==> config.mk <==
export PLATFORM = sky130hd
export DESIGN_NAME = decryption_regfile_arbiter
export DESIGN_NICKNAME = d
export VERILOG_FILES = /design/src/rtl/decryption_pkg.sv /design/src/rtl/decryption_rr_pick.sv /design/src/rtl/decryption_regfile_arbiter.sv
export SDC_FILE = /design/constraint.sdc
export NUM_CORES = 1
export LEC_CHECK = 0
export CORE_MARGIN = 2
export CORE_UTILIZATION = 40
export DETAILED_ROUTE_END_ITERATION = 6
export GPL_TIMING_DRIVEN = 1
export PLACE_DENSITY = 0.82
export REMOVE_ABC_BUFFERS = 1
export SLEW_MARGIN = 20
export SYNTH_ARGS = -nofsm -noshare
export SYNTH_HDL_FRONTEND = slang
export SYNTH_SLANG_ARGS = --single-unit
==> constraint.sdc <==
create_clock -name clk -period 3.3 [get_ports clk]
set_input_delay 0.825 -clock clk [delete_from_list [all_inputs] [get_ports clk]]
set_output_delay 0.825 -clock clk [all_outputs]
set_load 0.1 [all_outputs]
==> src/rtl/decryption_pkg.sv <==
// Shared definitions for the decryption register-file arbiter.
// Contents: arbiter FSM state type, register address map of the
// decryption block, default bus widths and grantee encoding.
package decryption_pkg;

  typedef enum logic [1:0] {
    S_IDLE  = 2'd0,
    S_ISSUE = 2'd1,
    S_WAIT  = 2'd2,
    S_RESP  = 2'd3
  } arb_state_t;

  localparam int unsigned DEFAULT_ADDR_WIDTH = 8;
  localparam int unsigned DEFAULT_REG_WIDTH  = 16;

  localparam logic [7:0] REG_SELECT  = 8'h00;
  localparam logic [7:0] REG_CAESAR  = 8'h10;
  localparam logic [7:0] REG_SCYTALE = 8'h12;
  localparam logic [7:0] REG_ZIGZAG  = 8'h14;

  // Grantee / owner encoding
  localparam logic GRANT_A = 1'b0;
  localparam logic GRANT_B = 1'b1;

endpackage

==> src/rtl/decryption_rr_pick.sv <==
// Two-way round-robin selector.
// Ports:
//   a_req, b_req : pending requests
//   ptr          : last grantee (0 = A, 1 = B)
//   grant        : selected requester (0 = A, 1 = B), meaningful when valid
//   valid        : at least one request pending
module decryption_rr_pick
  import decryption_pkg::*;
(
  input  logic a_req,
  input  logic b_req,
  input  logic ptr,
  output logic grant,
  output logic valid
);

  always_comb begin
    valid = a_req | b_req;
    grant = GRANT_A;
    if (a_req && b_req) begin
      // Tie: the side not served last wins
      grant = ~ptr;
    end else if (b_req) begin
      grant = GRANT_B;
    end
  end

endmodule

==> src/rtl/decryption_regfile_arbiter.sv <==
// Arbitrates two requesters (A, B) onto one shared register-file bus.
// One transaction at a time: IDLE -> ISSUE (one-cycle rf strobe) -> WAIT
// (until rf_done) -> RESP (one-cycle done pulse to the grantee) -> IDLE.
// All outputs are registered.
// Ports:
//   clk, rst                      : clock, synchronous active-high reset
//   a_req/a_we/a_addr/a_wdata     : requester A command (level request)
//   a_rdata/a_done/a_error        : requester A response
//   b_*                           : requester B, same as A
//   rf_addr/rf_wdata/rf_read/rf_write : shared register-file command
//   rf_rdata/rf_done/rf_error     : register-file response
//   busy                          : high outside IDLE
//   owner                         : current or last grantee (0 = A, 1 = B)
// Optional feature: define ARB_TIMEOUT_EN to force an error response after
// timeout_cycles WAIT cycles without rf_done.
module decryption_regfile_arbiter
  import decryption_pkg::*;
#(
  parameter int unsigned addr_width     = DEFAULT_ADDR_WIDTH,
  parameter int unsigned reg_width      = DEFAULT_REG_WIDTH,
  parameter int unsigned timeout_cycles = 15
) (
  input  logic                  clk,
  input  logic                  rst,
  input  logic                  a_req,
  input  logic                  a_we,
  input  logic [addr_width-1:0] a_addr,
  input  logic [reg_width-1:0]  a_wdata,
  output logic [reg_width-1:0]  a_rdata,
  output logic                  a_done,
  output logic                  a_error,
  input  logic                  b_req,
  input  logic                  b_we,
  input  logic [addr_width-1:0] b_addr,
  input  logic [reg_width-1:0]  b_wdata,
  output logic [reg_width-1:0]  b_rdata,
  output logic                  b_done,
  output logic                  b_error,
  output logic [addr_width-1:0] rf_addr,
  output logic [reg_width-1:0]  rf_wdata,
  output logic                  rf_read,
  output logic                  rf_write,
  input  logic [reg_width-1:0]  rf_rdata,
  input  logic                  rf_done,
  input  logic                  rf_error,
  output logic                  busy,
  output logic                  owner
);

  if (timeout_cycles == 0) begin : g_bad_timeout
    $error("timeout_cycles must be at least 1");
  end

  arb_state_t state, state_nx;

  logic                  ptr, ptr_nx;
  logic                  cur_we, cur_we_nx;
  logic                  owner_nx;
  logic [addr_width-1:0] addr_nx;
  logic [reg_width-1:0]  wdata_nx;
  logic                  read_nx, write_nx, busy_nx;
  logic                  a_done_nx, b_done_nx, a_error_nx, b_error_nx;
  logic [reg_width-1:0]  a_rdata_nx, b_rdata_nx;
  logic                  fin, fin_error;
  logic [reg_width-1:0]  fin_rdata;
  logic                  pick_grant, pick_valid;

`ifdef ARB_TIMEOUT_EN
  localparam int unsigned cnt_w = $clog2(timeout_cycles + 1);
  logic [cnt_w-1:0] cnt, cnt_nx;
`endif

  decryption_rr_pick u_pick (
    .a_req (a_req),
    .b_req (b_req),
    .ptr   (ptr),
    .grant (pick_grant),
    .valid (pick_valid)
  );

  // Next-state and next-output logic; the register stage below makes every
  // output take effect in the same cycle as the state it belongs to.
  always_comb begin
    state_nx  = state;
    ptr_nx    = ptr;
    cur_we_nx = cur_we;
    owner_nx  = owner;
    addr_nx   = rf_addr;
    wdata_nx  = rf_wdata;
    read_nx   = 1'b0;
    write_nx  = 1'b0;
    fin       = 1'b0;
    fin_error = 1'b0;
    fin_rdata = '0;
`ifdef ARB_TIMEOUT_EN
    cnt_nx    = cnt;
`endif
    unique case (state)
      S_IDLE: begin
        if (pick_valid) begin
          state_nx = S_ISSUE;
          owner_nx = pick_grant;
          if (pick_grant == GRANT_B) begin
            cur_we_nx = b_we;
            addr_nx   = b_addr;
            wdata_nx  = b_wdata;
          end else begin
            cur_we_nx = a_we;
            addr_nx   = a_addr;
            wdata_nx  = a_wdata;
          end
          read_nx  = ~cur_we_nx;
          write_nx = cur_we_nx;
        end
      end
      S_ISSUE: begin
        state_nx = S_WAIT;
`ifdef ARB_TIMEOUT_EN
        cnt_nx   = '0;
`endif
      end
      S_WAIT: begin
        if (rf_done) begin
          state_nx  = S_RESP;
          fin       = 1'b1;
          fin_rdata = cur_we ? '0 : rf_rdata;
          fin_error = rf_error;
        end
`ifdef ARB_TIMEOUT_EN
        else if (cnt == cnt_w'(timeout_cycles - 1)) begin
          state_nx  = S_RESP;
          fin       = 1'b1;
          fin_error = 1'b1;
        end else begin
          cnt_nx = cnt + cnt_w'(1);
        end
`endif
      end
      S_RESP: begin
        state_nx = S_IDLE;
      end
      default: begin
        state_nx = S_IDLE;
      end
    endcase

    if (fin) begin
      ptr_nx = owner;
    end
    a_done_nx  = fin & (owner == GRANT_A);
    b_done_nx  = fin & (owner == GRANT_B);
    a_error_nx = a_done_nx & fin_error;
    b_error_nx = b_done_nx & fin_error;
    a_rdata_nx = a_done_nx ? fin_rdata : '0;
    b_rdata_nx = b_done_nx ? fin_rdata : '0;
    busy_nx    = (state_nx != S_IDLE);
  end

  always_ff @(posedge clk) begin
    if (rst) begin
      state    <= S_IDLE;
      ptr      <= GRANT_B;
      owner    <= GRANT_B;
      cur_we   <= 1'b0;
      rf_addr  <= '0;
      rf_wdata <= '0;
      rf_read  <= 1'b0;
      rf_write <= 1'b0;
      busy     <= 1'b0;
      a_done   <= 1'b0;
      b_done   <= 1'b0;
      a_error  <= 1'b0;
      b_error  <= 1'b0;
      a_rdata  <= '0;
      b_rdata  <= '0;
`ifdef ARB_TIMEOUT_EN
      cnt      <= '0;
`endif
    end else begin
      state    <= state_nx;
      ptr      <= ptr_nx;
      owner    <= owner_nx;
      cur_we   <= cur_we_nx;
      rf_addr  <= addr_nx;
      rf_wdata <= wdata_nx;
      rf_read  <= read_nx;
      rf_write <= write_nx;
      busy     <= busy_nx;
      a_done   <= a_done_nx;
      b_done   <= b_done_nx;
      a_error  <= a_error_nx;
      b_error  <= b_error_nx;
      a_rdata  <= a_rdata_nx;
      b_rdata  <= b_rdata_nx;
`ifdef ARB_TIMEOUT_EN
      cnt      <= cnt_nx;
`endif
    end
  end

endmodule

Word-level counts from Yosys, hierarchy flattened

Index checks and enable logic that the tools add are counted.

Equal/unequal tests: 3
Muxes and demuxes: 17
Bitwise logic cells: 12
Reduce and logical (&&, ||, !) cells: 7

Operator list:

| cell                                                 | number |
|---|---|
| 2-to-1 mux 16 bit                                    | 4 |
| 2-to-1 mux 1 bit                                     | 9 |
| 2-to-1 mux 8 bit                                     | 1 |
| case mux 2 bit (4 select lines)                      | 1 |
| NOT 1 bit                                            | 7 |
| bitwise AND 1 bit                                    | 4 |
| equality test 2 bit (second input constant)          | 2 |
| 2-to-1 mux 2 bit                                     | 2 |
| OR reduction 2 bit                                   | 2 |
| OR reduction 3 bit                                   | 1 |
| equality test 2 x 1 -> 1 bit (second input constant) | 1 |
| logical NOT 2 bit                                    | 1 |
| AND reduction 2 bit                                  | 1 |
| nonzero test 2 bit                                   | 1 |
| logical AND 1 bit                                    | 1 |
| bitwise OR 1 bit                                     | 1 |

Register bits after elaboration: 68
Input bits: 72
Logic and storage cells: 54

Longest topological paths before layout

Gate-level depths: netlist (run 1).

Depth in word-level cells: 6
Depth in mapped cells: 7
Mapped depth without buffers: 5

Hierarchy

Synthesis (run 1) repeated with hierarchy kept, for this count alone.

Cells, all modules: 222
Area total of the unflattened synthesis: 2442.3 sq um

Modules (own cells, without submodules):

| module                     | instances | cells each | area each (sq um) | seq. area each (sq um) |
|---|---|---|---|---|
| decryption_regfile_arbiter | 1         | 220        | 2428.6            | 1361.3 |
| decryption_rr_pick         | 1         | 2          | 13.8              | 0.0 |

Least setup slack after synthesis (run 1)

OpenSTA, ideal clock, no wires.

Kind: register to register
From: reg owner
To: reg b_rdata[10]
Arrival: 1.813 ns
Path slack: 1.428 ns
Cell stages (with the launch flop): 5
Clock period less this slack: 1.872 ns
Path through: dfxtp_1 > clkbuf_1 > and4b_1 > buf_4 > and2_1

Word-level cells in the longest chain between the ends: 3

Ends and longest elaborated chain:

| item                                | RTL line                          | text |
|---|---|---|
| start: declaration                  | decryption_regfile_arbiter.sv:47  | `output logic owner` |
| start signal: assignment            | decryption_regfile_arbiter.sv:182 | `owner <= owner_nx;` |
| bitwise AND 1 bit                   | decryption_regfile_arbiter.sv:151 | `b_done_nx = fin & (owner == GRANT_B);` |
| NOT 1 bit (no source line)          | -                                 |  |
| OR reduction 2 bit (no source line) | -                                 |  |
| end signal: assignment              | decryption_regfile_arbiter.sv:194 | `b_rdata <= b_rdata_nx;` |
| end: declaration                    | decryption_regfile_arbiter.sv:36  | `output logic [reg_width-1:0] b_rdata,` |

Every way passes these cells.
A chain may end at the register's enable or synchronous reset.

Final worst setup path (run 1)

From: in a_req
To: reg rf_wdata[1]

Word-level cells in the longest chain between the ends: 3

Ends and longest elaborated chain:

| item                   | RTL line                          | text |
|---|---|---|
| start: declaration     | decryption_regfile_arbiter.sv:25  | `input logic a_req,` |
| logical AND 1 bit      | decryption_rr_pick.sv:20          | `if (a_req && b_req) begin` |
| 2-to-1 mux 1 bit       | decryption_rr_pick.sv:20          |  |
| 2-to-1 mux 16 bit      | decryption_regfile_arbiter.sv:103 | `if (pick_grant == GRANT_B) begin` |
| end signal: assignment | decryption_regfile_arbiter.sv:185 | `rf_wdata <= wdata_nx;` |
| end: declaration       | decryption_regfile_arbiter.sv:40  | `output logic [reg_width-1:0] rf_wdata,` |

Parallel ways exist; a longest one is shown, timed or not.

==> results of run 1 <==
## metal layers
metal  vias up  track usage, %
met4         0            7.92
met3        14            7.42
li1       1123               -
met2       111            32.4
met1      1042            21.0
met5         -               0
## area by class of cell
class / instances / share of cell area (%)
Multi-Input combinational cell: 165 / 27.0
Clock buffer: 10 / 3.48
Clock inverter: 6 / 1.01
Sequential cell: 68 / 34.5
Inverter: 3 / 0.285
Timing Repair Buffer: 141 / 31.3
Tap cell: 77 / 2.44
## placed cells by master, fill, tap and decap left out
master	synthesis	final
a21bo_1	1	1
a21oi_2	9	9
clkbuf_8	0	10
nand3b_4	1	1
nor4bb_1	1	1
a211oi_2	9	9
and4b_1	1	1
nor4b_4	1	1
nand3_1	1	1
nand2b_1	1	1
clkdlybuf4s50_1	0	71
a311o_1	1	1
clkinvlp_4	0	1
nor3_1	3	3
mux2i_1	1	1
clkinv_4	0	2
o21ai_2	1	1
inv_1	3	3
nor2_1	33	33
a21boi_4	1	1
a21oi_1	16	16
ha_1	4	4
and3b_1	1	1
o21a_1	2	2
and2_1	30	30
nand2_1	25	25
nor3b_2	1	1
buf_4	10	70
a211oi_1	17	17
o21ai_0	1	1
nor2b_1	1	1
a221o_1	1	1
dfxtp_1	68	68
a21boi_0	1	1
clkinv_2	0	3
## how the worst max path moves through the flow
stage          startpoint                       end  slack [ns]
2_1_floorplan       b_req   rf_addr[1]$_SDFFE_PP0P_        1.34
3_3_place_gp        a_req   rf_addr[5]$_SDFFE_PP0P_        0.77
3_5_place_dp        a_req  rf_wdata[1]$_SDFFE_PP0P_        0.70
4_1_cts             a_req  rf_wdata[1]$_SDFFE_PP0P_        1.06
5_1_grt             b_req  rf_wdata[1]$_SDFFE_PP0P_        0.97
6_report            a_req  rf_wdata[1]$_SDFFE_PP0P_        1.05
## through the flow
step | hold slack, ns | setup WS (ns) | instance area, um2
3_3_place_gp | 0.488 | 0.771 | 3770
2_1_floorplan | 0.479 | 1.34 | 2440
6_report | 0.501 | 1.05 | 3950
4_1_cts | 0.504 | 1.06 | 3950
3_5_place_dp | 0.493 | 0.705 | 3770
5_1_grt | 0.532 | 0.973 | 3950
## sequential cells by signal, summed over array words and instances (netlist names), 2 cells and up
| name | cells |
|---|---|
| a_rdata | 16 |
| rf_addr | 8 |
| b_rdata | 16 |
| rf_wdata | 16 |
| state | 2 |
## power by group
part / internal [W] / switching (W)
clock network: 0.000291 / 0.000311
registers: 0.000975 / 0.000104
logic: 0.000509 / 0.00143
total: 0.00177 / 0.00184
## tightest hold or removal path, stage by stage, from the launching register on
cell,delay (ns)
dfxtp_1,0.31
nor2_1,0.09
a211oi_1,0.05
## logic make-up (layout without fill, tap and decap cells)
kind of cell	after synthesis	in the layout
fa+ha+maj	4	4
simple gates	100	100
buf+inv	20	160
flops	68	68
mux	1	1
compound gates	60	60
==> summary.txt, run 1 <==
Status
  – Result of the run: finished clean

Yosys
  – Dominant cell type by area after synthesis: dfxtp_1
  – Area contributors post-synth: dfxtp_1 (53%), and2_1 (7.3%), a211oi_1 (5.0%)
  – Synth top area share: 53.2%
  – Post-Syn Area: 2560 um2
  – Avg Inst Size Synth: 10.1 um2
  – Post-synth top flop: dfxtp_1
  – Synth cell count leaders: dfxtp_1 (68), nor2_1 (33), and2_1 (30)
  – EDFF count, synth: 0
  – FFs w/ async S/R, synth: 0%
  – Mapped Cells: 253
  – Synth Warn #: 0
  – Proportion of synthesized area in mux cells: 0.391%
  – Register area share after synthesis: 53.2%
  – Synth Area in XOR/XNOR: 0%
  – Register bit total from synthesis: 68
  – Largest family of logic cells by synthesized area: simple AND/OR/NAND/NOR gates
  – Adder-Cell Fraction of Synth Area: 1.96%
  – Most frequent cell after synthesis: dfxtp_1
  – Post-Synth Simple-Gate Area: 20.5%
  – Synth cell types: 33
  – Synth Area in Compound Gates: 18.9%

Route
  – WL met3: 667 um
  – Residual DRC: 0
  – Met2 wire len: 3090 um
  – Wl on met1: 2760 um
  – Via density: 4.87
  – WL final: 6660 um
  – Via Count: 2290
  – DRT Pass-1 Iters: 4
  – DR WL/cell: 14.2 um
  – DRT antenna net count: 0
  – Uppermost layer routed: met4
  – First DRT Iteration DRCs: 44

Timing
  – Tmin final: 2.25 ns
  – Final Skew: 0.00858 ns
  – Max-slew violations: 0
  – Crit share post-route: 68.2%
  – Max Clk Rate: 444 MHz
  – Setup TNS Final: 0 ns
  – Slew @ Worst Pin: 0.620 ns
  – Endpoints failing setup: 0
  – Unrepaired setup endpoints after global routing: no
  – Fin. Hold Viols: 0
  – Relative slew slack: 58.5%

Clock tree
  – CTS tree: built
  – Root Driver: clkbuf_8
  – PostCTS Resize Cnt: 0
  – Post-CTS Hold Buffers: 0
  – Clk sink count: 68
  – CTS Buffer Depth: 2
  – Worst-path clk slew: 0.07 ns
  – CTS H-tree depth: 3
  – Clock Latency Late Sink: 0.33 ns
  – Post-CTS Setup Inserts: 0
  – Number of CTS-inserted buffers: 9

Job
  – Max cap viols: 0

Setup path
  – Worst reg2reg path depth: 5
  – CP cell instances: clkdlybuf4s50_1, a21bo_1, buf_4, nand2_1, a211oi_1
  – R2R Setup Slk: 1.56 ns
  – Critical Path RT: 3.54 ns
  – Max incr delay on CP: 0.63 ns
  – CP max-delay cell: clkdlybuf4s50_1
  – CP Data Arrival Time: 2.49 ns
  – CP delay by family, top: buffers and inverters
  – Crit path max fanout: 15
  – Crit path buffers/inverters: 2
  – Reg-to-Reg Start: state[0]$_SDFF_PP0_
  – Crit path kind: input port to register
  – Crit path capture type: register
  – Startpoint Class: input port
  – Reg2reg end: a_rdata[9]$_SDFF_PP0_
  – Critical path depth: 5

GRT
  – Global-route wire length before repair: 10700 um
  – GRT Util Overall: 19.0%
  – Initial antenna violation count: 0
  – Number of global-route vias before repair: 2289
  – Grt ovf: 0
  – Largest net degree at the start of global routing: 33

Placement
  – Port bufs: 135
  – Placed insts: 454
  – Dpl hpwl: 5000 um
  – RePlAce Congestion: 0.775

Power
  – Max VDD drop: 0.616 mV
  – Total chip power: 0.00362 W
  – LEAKAGE: 1.74 nW
  – Pwr dens: 915 nW/um2

Worst hold path
  – Hold endpoint: rf_wdata[2]$_SDFFE_PP0P_
  – HP Class: register to register
  – Hold-critical path depth: 2
  – Hold Crit Start: rf_wdata[2]$_SDFFE_PP0P_

Floorplan
  – Initial Utilization: 40.7%
  – Core area: 6280 um2
  – Die W: 84.0 um
  – DIE AREA: 7050 um2
  – Chip Height: 84.0 um
  – I/O pin count: 136
  – Row count: 29

Final layout
  – Nets: 464
  – ANT cells: 0
  – Storage cell area: 1360 um2
  – Layout Utilization: 62.9%
  – Fin cells: 470
  – Area occupied by multi-input gates: 1070 um2
  – Fillers: 543
  – Share of cells above drive strength 1: 27.7%
  – Area Overhead vs Synth: 54.5%
Power figures use the tool's default switching activity.
==> inputs of run 2 (changes only) <==
--- a/config.mk
+++ b/config.mk
@@ -6,10 +6,10 @@
 export NUM_CORES = 1
 export LEC_CHECK = 0
 export CORE_MARGIN = 2
-export CORE_UTILIZATION = 40
+export CORE_UTILIZATION = 35
 export DETAILED_ROUTE_END_ITERATION = 6
 export GPL_TIMING_DRIVEN = 1
-export PLACE_DENSITY = 0.82
+export PLACE_DENSITY = 0.76
 export REMOVE_ABC_BUFFERS = 1
 export SLEW_MARGIN = 20
 export SYNTH_ARGS = -nofsm -noshare
==> constraint.sdc (replaced) <==
create_clock -name clk -period 1.9 [get_ports clk]
set_input_delay 0.475 -clock clk [delete_from_list [all_inputs] [get_ports clk]]
set_output_delay 0.475 -clock clk [all_outputs]
set_load 0.1 [all_outputs]
==> run 2 against run 1 <==
  * Combinational power increased by 110%
  * Highest routed layer unchanged
  * Critical path depth is 4 lower
  * First-iteration DRC count is 95% higher
  * Sequential share of layout area shrank 6.5 points
  * Worst hold slack improved by 0.026 ns
  * Setup slack got worse by 0.79 ns
  * Utilization grew 4.9 points
  * Routed wire length rose by 8.8%
  * Power is 97% higher
  * Die area rose by 14%
  * Non-clock buffer count up 5
  * Design area up 23%
==> summary.txt, run 2 (synthesized netlist as in run 1, its figures left out) <==
Route
  – Via Count: 2327 (+1.6%)
  – Via density: 4.68 (-3.9%)
  – Residual DRC: 0 (unchanged)
  – WL final: 7240 um (+8.8%)
  – DRT antenna net count: 0 (unchanged)
  – DR WL/cell: 14.6 um (+2.9%)
  – DRT Pass-1 Iters: 4 (unchanged)
  – First DRT Iteration DRCs: 86 (+95%)

Job
  – Max cap viols: 0 (unchanged)

Final layout
  – Largest regs: a_rdata (16), b_rdata (16), rf_wdata (16)
  – Commonest non-fill, non-tap cell in the layout: clkdlybuf4s50_1
  – Nets: 469 (+1.1%)
  – Storage cell area: 1360 um2 (unchanged)
  – ANT cells: 0 (unchanged)
  – Area Overhead vs Synth: 90.4%
  – Fillers: 518 (-4.6%)
  – Area occupied by multi-input gates: 1070 um2 (unchanged)
  – Most frequent cells in the layout: clkdlybuf4s50_1 (71), dfxtp_1 (68), buf_12 (68)
  – Share of cells above drive strength 1: 28.1% (+0.41 points)
  – Fin cells: 497 (+5.7%)

Placement
  – Pre-CTS WS: -0.0410 ns (-0.746 ns)
  – Port bufs: 135 (unchanged)
  – Placed insts: 481 (+5.9%)
  – Dpl hpwl: 5640 um (+13%)
  – RePlAce Congestion: 0.769 (-0.70%)

Floorplan
  – Die W: 89.5 um (+6.6%)
  – Core area: 7180 um2 (+14%)
  – DIE AREA: 8010 um2 (+14%)
  – I/O pin count: 136 (unchanged)
  – Chip Height: 89.5 um (+6.6%)
  – Initial Utilization: 35.6% (-5.1 points)
  – Row count: 31 (+6.9%)

Clock tree
  – CTS Buffer Depth: 2 (unchanged)
  – Post-CTS Setup Inserts: 0 (unchanged)
  – Number of CTS-inserted buffers: 9 (unchanged)
  – CTS tree: built
  – Root Driver: clkbuf_8
  – PostCTS Resize Cnt: 0 (unchanged)
  – Worst-path clk slew: 0.07 ns (about the same)
  – Clk sink count: 68 (unchanged)
  – Clock Latency Late Sink: 0.33 ns (about the same)
  – Post-CTS Hold Buffers: 0 (unchanged)
  – CTS H-tree depth: 3 (unchanged)

GRT
  – Largest net degree at the start of global routing: 28 (-15%)
  – Number of global-route vias before repair: 2296 (+0.31%)
  – Initial antenna violation count: 0 (unchanged)
  – Grt ovf: 0 (unchanged)
  – GRT Util Overall: 18.2% (-0.79 points)
  – Global-route wire length before repair: 10900 um (+1.6%)

Setup path
  – CP cell instances: buf_12
  – Crit path capture type: output pin
  – Worst reg2reg path depth: 6 (+1)
  – Crit path buffers/inverters: 1 (-1)
  – CP delay by family, top: flip-flops
  – Reg-to-Reg Start: state[0]$_SDFF_PP0_
  – Crit path kind: register to output pin
  – Critical Path RT: 1.42 ns (-2.12 ns)
  – Reg2reg end: b_rdata[10]$_SDFF_PP0_
  – CP max-delay cell: dfxtp_1
  – R2R Setup Slk: 0.26 ns (-1.30 ns)
  – Startpoint Class: register
  – Crit path max fanout: 9 (-6)
  – Critical path depth: 1 (-4)
  – CP Data Arrival Time: 1.17 ns (-1.32 ns)
  – Max incr delay on CP: 0.60 ns (-0.03 ns)

Timing
  – Slew @ Worst Pin: 0.450 ns (-0.170 ns)
  – PnR worst setup slack: 0.258 ns (-0.791 ns)
  – Unrepaired setup endpoints after global routing: no
  – Max Clk Rate: 609 MHz
  – Setup TNS Final: 0 ns (unchanged)
  – Final Skew: 0.00558 ns (-0.00301 ns)
  – Crit share post-route: 86.4%
  – Endpoints failing setup: 0 (unchanged)
  – Tmin final: 1.64 ns
  – Fin. Hold Viols: 0 (unchanged)
  – Max-slew violations: 0 (unchanged)
  – Relative slew slack: 69.9% (+11 points)

Power
  – LEAKAGE: 1.97 nW (+14%)
  – Max VDD drop: 0.874 mV (+42%)
  – Pwr dens: 1460 nW/um2 (+60%)
  – Total chip power: 0.00711 W (+97%)

Worst hold path
  – Hold endpoint: state[0]$_SDFF_PP0_
  – HP Class: register to register
  – Hold Crit Start: state[0]$_SDFF_PP0_
  – Hold-critical path depth: 1 (-1)

Status
  – Result of the run: finished clean
==> run 2: cell types whose count changed in the layout (fill, tap and decap cells not counted), sizes merged <==
| cell | change |
|---|---|
| buf | +5 |
| clkbuf | +3 |
| clkinv | -3 |
==> run 2: area by class of cell <==
class	count	share of cell area, %
repair buffers	146	43.6
flip-flops and latches	68	28.0
multi-input cells	165	21.9
clock buffers	13	3.26
well taps	99	2.54
clock inverters	3	0.437
inverters	3	0.231
==> run 2: layer usage <==
metal  global-route usage, %  part of all wire (%)  vias up
met5                       0                     0        -
met4                    5.02                   1.1        0
met2                    31.2                    48      118
met3                    7.29                   9.6        8
li1                        -                     -     1134
met1                    21.0                    41     1067
==> run 2: worst reg2reg max path, delay by kind of cell, from the launching register on <==
kind | cells | cell delay (ns)
simple gates | 3 | 0.61
fa+ha+maj | 1 | 0.28
flops | 1 | 0.37
buf+inv | 2 | 0.28
==> run 2: how the worst max path moves through the flow <==
stage | slack [ns] | from | endpoint
final | 0.26 | owner$_SDFFE_PP1P_ | owner
after global routing | 0.17 | state[0]$_SDFF_PP0_ | b_rdata[1]$_SDFF_PP0_
after CTS | 0.23 | owner$_SDFFE_PP1P_ | owner
after floorplan | 0.12 | owner$_SDFFE_PP1P_ | b_rdata[0]$_SDFF_PP0_
after global placement | 0.03 | rst | b_rdata[6]$_SDFF_PP0_
after detailed placement | -0.04 | a_req | rf_addr[2]$_SDFFE_PP0P_
==> run 2: where the power goes <==
part / internal [W] / leakage (nW) / switching [W]
Clock: 0.000547 / 0.0896 / 0.000528
Combinational: 0.00151 / 1.33 / 0.00254
Sequential: 0.00170 / 0.556 / 0.000291
==> run 2: through the flow <==
step,util (%),instance area (um2),hold WS (ns)
floorplan,-,2440,0.479
global placement,65.3,4690,0.492
detailed placement,65.3,4690,0.513
finish,67.8,4870,0.527
CTS,67.8,4870,0.530
global route,67.8,4870,0.570
